[src/rtl/mem_arbiter_pkg.sv]
// Shared encodings for the unified memory-port arbiter: FSM states, grant
// identities and the width of the ack-timeout counter.
package mem_arbiter_pkg;

  typedef enum logic [2:0] {
    MA_IDLE   = 3'd0,
    MA_I_ACC  = 3'd1,
    MA_D_ACC  = 3'd2,
    MA_I_DONE = 3'd3,
    MA_D_DONE = 3'd4
  } ma_state_t;

  typedef enum logic {
    GNT_INST = 1'b0,
    GNT_DATA = 1'b1
  } grant_t;

  // TIMEOUT_CYCLES must fit in this many bits.
  localparam int MA_TMO_CNT_W = 16;

endpackage

[src/rtl/mem_arbiter_rr_arb2.sv]
// Two-way round-robin picker: a lone requester always wins, and on a tie the
// port that was not granted last time wins.
module rr_arb2
  import mem_arbiter_pkg::*;
(
  input  logic   req0,
  input  logic   req1,
  input  grant_t last,
  output logic   gnt0,
  output logic   gnt1
);

  always_comb begin
    gnt0 = req0 & (~req1 | (last == GNT_DATA));
    gnt1 = req1 & (~req0 | (last == GNT_INST));
  end

endmodule

[src/rtl/mem_arbiter.sv]
// Shares one multi-cycle req/ack memory port between the instruction-fetch and
// data ports of the core, returning a per-port stall and aborting hung accesses.
module mem_arbiter
  import mem_arbiter_pkg::*;
#(
  parameter int ADDR_WIDTH     = 32,
  parameter int DATA_WIDTH     = 32,
  parameter int TIMEOUT_CYCLES = 255
) (
  input  logic                  clk,
  input  logic                  rst,
  input  logic                  i_req,
  input  logic [ADDR_WIDTH-1:0] i_addr,
  output logic [DATA_WIDTH-1:0] i_rdata,
  output logic                  i_stall,
  input  logic                  d_req,
  input  logic                  d_we,
  input  logic [ADDR_WIDTH-1:0] d_addr,
  input  logic [DATA_WIDTH-1:0] d_wdata,
  output logic [DATA_WIDTH-1:0] d_rdata,
  output logic                  d_stall,
  output logic                  m_req,
  output logic                  m_we,
  output logic [ADDR_WIDTH-1:0] m_addr,
  output logic [DATA_WIDTH-1:0] m_wdata,
  input  logic [DATA_WIDTH-1:0] m_rdata,
  input  logic                  m_ack,
  output logic                  err,
  output logic                  busy
);

  localparam bit TMO_EN = (TIMEOUT_CYCLES != 0);
  localparam logic [MA_TMO_CNT_W-1:0] TMO_LIMIT =
    TMO_EN ? MA_TMO_CNT_W'(TIMEOUT_CYCLES - 1) : '0;

  ma_state_t               state, next_state;
  grant_t                  last_grant;
  logic [MA_TMO_CNT_W-1:0] tmo_cnt;
  logic                    gnt_i, gnt_d;
  logic                    in_acc, ack_hit, tmo_hit;

  rr_arb2 u_rr_arb2 (
    .req0 (i_req),
    .req1 (d_req),
    .last (last_grant),
    .gnt0 (gnt_i),
    .gnt1 (gnt_d)
  );

  always_ff @(posedge clk or posedge rst) begin
    if (rst) state <= MA_IDLE;
    else     state <= next_state;
  end

  // An ack in the same cycle as the timeout wins, so the abort needs ~m_ack.
  always_comb begin
    in_acc     = (state == MA_I_ACC) || (state == MA_D_ACC);
    ack_hit    = in_acc & m_ack;
    tmo_hit    = in_acc & ~m_ack & TMO_EN & (tmo_cnt == TMO_LIMIT);
    next_state = state;
    case (state)
      MA_IDLE: begin
        if (gnt_d)      next_state = MA_D_ACC;
        else if (gnt_i) next_state = MA_I_ACC;
      end
      MA_I_ACC:  if (ack_hit || tmo_hit) next_state = MA_I_DONE;
      MA_D_ACC:  if (ack_hit || tmo_hit) next_state = MA_D_DONE;
      MA_I_DONE: next_state = MA_IDLE;
      MA_D_DONE: next_state = MA_IDLE;
      default:   next_state = MA_IDLE;
    endcase
  end

  always_ff @(posedge clk or posedge rst) begin
    if (rst) begin
      last_grant <= GNT_INST;
      tmo_cnt    <= '0;
      m_req      <= 1'b0;
      m_we       <= 1'b0;
      m_addr     <= '0;
      m_wdata    <= '0;
      i_rdata    <= '0;
      d_rdata    <= '0;
      err        <= 1'b0;
    end else begin
      err <= 1'b0;
      case (state)
        MA_IDLE: begin
          if (gnt_d) begin
            m_req      <= 1'b1;
            m_we       <= d_we;
            m_addr     <= d_addr;
            m_wdata    <= d_wdata;
            last_grant <= GNT_DATA;
            tmo_cnt    <= '0;
          end else if (gnt_i) begin
            m_req      <= 1'b1;
            m_we       <= 1'b0;
            m_addr     <= i_addr;
            m_wdata    <= '0;
            last_grant <= GNT_INST;
            tmo_cnt    <= '0;
          end
        end
        // Read results land in the port's register even if the requester
        // has already walked away; writes never touch d_rdata.
        MA_I_ACC, MA_D_ACC: begin
          if (ack_hit) begin
            m_req <= 1'b0;
            if (state == MA_I_ACC) i_rdata <= m_rdata;
            else if (!m_we)        d_rdata <= m_rdata;
          end else if (tmo_hit) begin
            m_req <= 1'b0;
            err   <= 1'b1;
            if (state == MA_I_ACC) i_rdata <= '0;
            else if (!m_we)        d_rdata <= '0;
          end else begin
            tmo_cnt <= tmo_cnt + MA_TMO_CNT_W'(1);
          end
        end
        default: ;
      endcase
    end
  end

  assign i_stall = i_req & (state != MA_I_DONE);
  assign d_stall = d_req & (state != MA_D_DONE);
  assign busy    = (state != MA_IDLE);

endmodule
[config.mk]
export PLATFORM = sky130hd
export DESIGN_NAME = mem_arbiter
export DESIGN_NICKNAME = d
export VERILOG_FILES = /design/src/rtl/mem_arbiter_pkg.sv /design/src/rtl/mem_arbiter_rr_arb2.sv /design/src/rtl/mem_arbiter.sv
export SDC_FILE = /design/constraint.sdc
export NUM_CORES = 1
export LEC_CHECK = 0
export BUFFER_PORTS_ARGS = -buffer_cell sky130_fd_sc_hd__buf_2
export CAP_MARGIN = 5
export CORE_MARGIN = 2
export CORE_UTILIZATION = 30
export DETAILED_ROUTE_END_ITERATION = 8
export PLACE_DENSITY = 0.61
export REMOVE_ABC_BUFFERS = 1
export SLEW_MARGIN = 20
export SYNTH_ARGS = -nofsm -noshare
export SYNTH_HDL_FRONTEND = slang
export SYNTH_SLANG_ARGS = --single-unit
[constraint.sdc]
create_clock -name clk -period 3.9 [get_ports clk]
set_input_delay 0.195 -clock clk [delete_from_list [all_inputs] [get_ports clk]]
set_output_delay 0.195 -clock clk [all_outputs]
set_load 0.01 [all_outputs]
==> run summary <==
final max-slew violation count: 0
Final ANT Viol Nets: 0
min Tclk post-route: 2.961 ns
Slew HR: 0.2642
Seq. cell area: 0.003779 sq mm
Root Driver: clkbuf_16
most frequent cells in the layout: 267 x buf_2, 151 x dfrtp_1, 97 x a22o_1
DP Wirelength: 11.29 mm
WP depth: 6
Antenna Cells: 0
multi-input logic area: 0.002177 sq mm
CP delay by family, top: simple AND/OR/NAND/NOR gates
CTS H-tree depth: 4
Post-synth EDFFs: 0
Post-CTS Resized: 0
Worst Hold Path Cells: 2
CORE AREA: 0.02023 sq mm
Reg-to-Reg Start: tmo_cnt[0]
Synth Flop Type: dfrtp_1
Seq/Total Area, Yosys: 0.6128
pre-CTS WS: 0.9380 ns
PD cells: 772.6 mW/mm^2
Mapped Cells: 502
num rows: 52
grt total ovfl: 0
layout net count: 939
metal2 WL: 8.022 mm
worst clock skew: 0.009370 ns
largest net degree at the start of global routing: 93
Yosys cell types: 45
worst skew pair latency: 0.42 ns
clock-pin slew on the worst setup and hold paths: 0.06 ns
CP Cell Sequence: inv_1 > ha_1 > or4b_4 > o41a_1 > or4_4 > a22o_1
Post-CTS Setup Inserts: 0
Worst Path Max Fanout: 32
CTS sink count: 151
Die ar.: 0.02172 sq mm
Pre-antenna DRT Iters: 4
initial DRC count: 233
HP Class: in2reg
Setup CP Type: reg2reg
clock buffer depth: 2
drt drc: 0
Die W: 147.4 microns
gr usage total: 0.1575
Syn Area/Cell: 12.28 sq um
Layout area overhead: 43.61%
input/output buffers: 267
CP arrival: 3.26 ns
CP required: 4.20 ns
first-pass GRT wire length: 27.16 mm
vias in the first global route: 5,164
RSZ-0062 raised after global routing: false
CTS Buf Count: 17
Post-Syn Area: 0.006166 sq mm
critical hold path startpoint: d_wdata[19]
Slowest-stage cell, CP: or4_4
r2r endpoint: d_rdata[27]
Yosys reg bits: 151
crit start category: register
gpl congestion: 0.7419
share of layout cells above drive strength 1: 0.3897
CTS tree: done
R2R Setup Slk: 0.94 ns
crit path from: tmo_cnt[0]
wire length on met3: 1.147 mm
Vias: 5,204
final wirelength: 16.72 mm
Synth warnings: 0
end of the worst hold path: m_wdata[19]
M1 WL: 7.369 mm
# setup viols final: 0
worst-margin pin slew: 1.104 ns
status: finished clean
DR top layer: met5
Buf/Inv on CP: 1
f_max: 337.8 MHz
maxcap violations: 0
drt wl/cell: 15.40 microns
Reg2Reg Depth: 6
starting density of the core: 0.3047
Final Hold Viols: 0
final setup TNS: 0 ns
Worst IR Drop VDD: 0.3106 mV
Setup WS post-layout: 0.9394 ns
static leakage: 0.004561 uW
Die Y: 147.4 microns
asr flop ratio synth: 1.000
Crit path largest cell delay: 0.73 ns
crit end category: register
FILL cells: 1,908
period utilization: 0.7591
commonest non-fill, non-tap cell in the layout: buf_2
initial antenna violation count: 1
Avg Vias per Cell: 4.792
IO Pins: 268
layout make-up:
class / instances / share of cell area
Tap cell: 270 / 0.03815
Inverter: 9 / 0.004380
Clock inverter: 14 / 0.02134
Clock buffer: 18 / 0.04960
Multi-Input combinational cell: 301 / 0.2459
Timing Repair Buffer: 323 / 0.2139
Sequential cell: 151 / 0.4267
layer usage:
layer,vias up,track usage
met5,-,0
met4,2,0.04471
met3,12,0.04752
met2,208,0.2544
met1,2477,0.2060
li1,2505,-
worst max path at each step:
stage                   to  slack, ns
5_1_grt        d_rdata[27]       0.82
3_5_place_dp   d_rdata[18]       0.94
3_3_place_gp   d_rdata[26]       0.96
6_report       d_rdata[27]       0.94
2_1_floorplan   d_rdata[0]      -0.36
4_1_cts        d_rdata[17]       0.93
repair_timing:
action,in CTS,in global routing
hold buffers,48,2
setup endpoints to repair,0,0
endpoints found under the hold margin,130,2
state kept, by name, summed over array words and instances, names as in the netlist:
| register | flops |
|---|---|
| m_wdata | 32 |
| tmo_cnt | 16 |
| d_rdata | 32 |
| m_req | 1 |
| m_addr | 32 |
| m_we | 1 |
| err | 1 |
| state | 3 |
| last_grant | 1 |
| i_rdata | 32 |
metrics by stage:
stage	instance area (sq um)	std cells	hold WS [ns]	util	total power [uW]
5_1_grt	8855	1086	0.001959	0.4376	7326
4_1_cts	8835	1084	0.001026	0.4366	6942
2_1_floorplan	5959	461	0.3277	-	4046
6_report	8855	1086	0.02193	0.4376	6841
3_3_place_gp	7726	1004	0.3724	0.3818	5107
3_5_place_dp	7726	1004	0.3810	0.3818	5145
worst reg2reg max path, stage by stage, from the launching register on:
cell	delay, ns
dfrtp_1	0.44
inv_1	0.08
ha_1	0.13
or4b_4	0.45
o41a_1	0.71
or4_4	0.73
a22o_1	0.32
cell families after synthesis:
kind of cell / count (synthesis) / synth area share
multiplexers: 33 / 0.05377
adder cells (fa/ha/maj): 2 / 0.004058
flip-flops: 151 / 0.6128
AO/OA/AOI/OAI: 179 / 0.2188
AND/OR/NAND/NOR: 87 / 0.07163
buffers and inverters: 50 / 0.03896
Yosys cell counts (all sizes together), types with 5 or more instances:
library cell,n,share of area
a22o,97,0.14
mux2i,32,0.052
a21oi,8,0.0065
nor3,6,0.0049
clkbuf,32,0.019
o21ai,37,0.030
buf,9,0.014
dfrtp,151,0.61
a31oi,15,0.015
nand2,45,0.027
nand3,5,0.0041
inv,9,0.0055
where the power goes:
group | leakage, uW | switching, uW | internal [uW]
clock | 0.000308 | 725 | 993
combinational | 0.00234 | 1350 | 1120
sequential | 0.00192 | 416 | 2230
No activity file was read; power rests on OpenSTA's default activity.
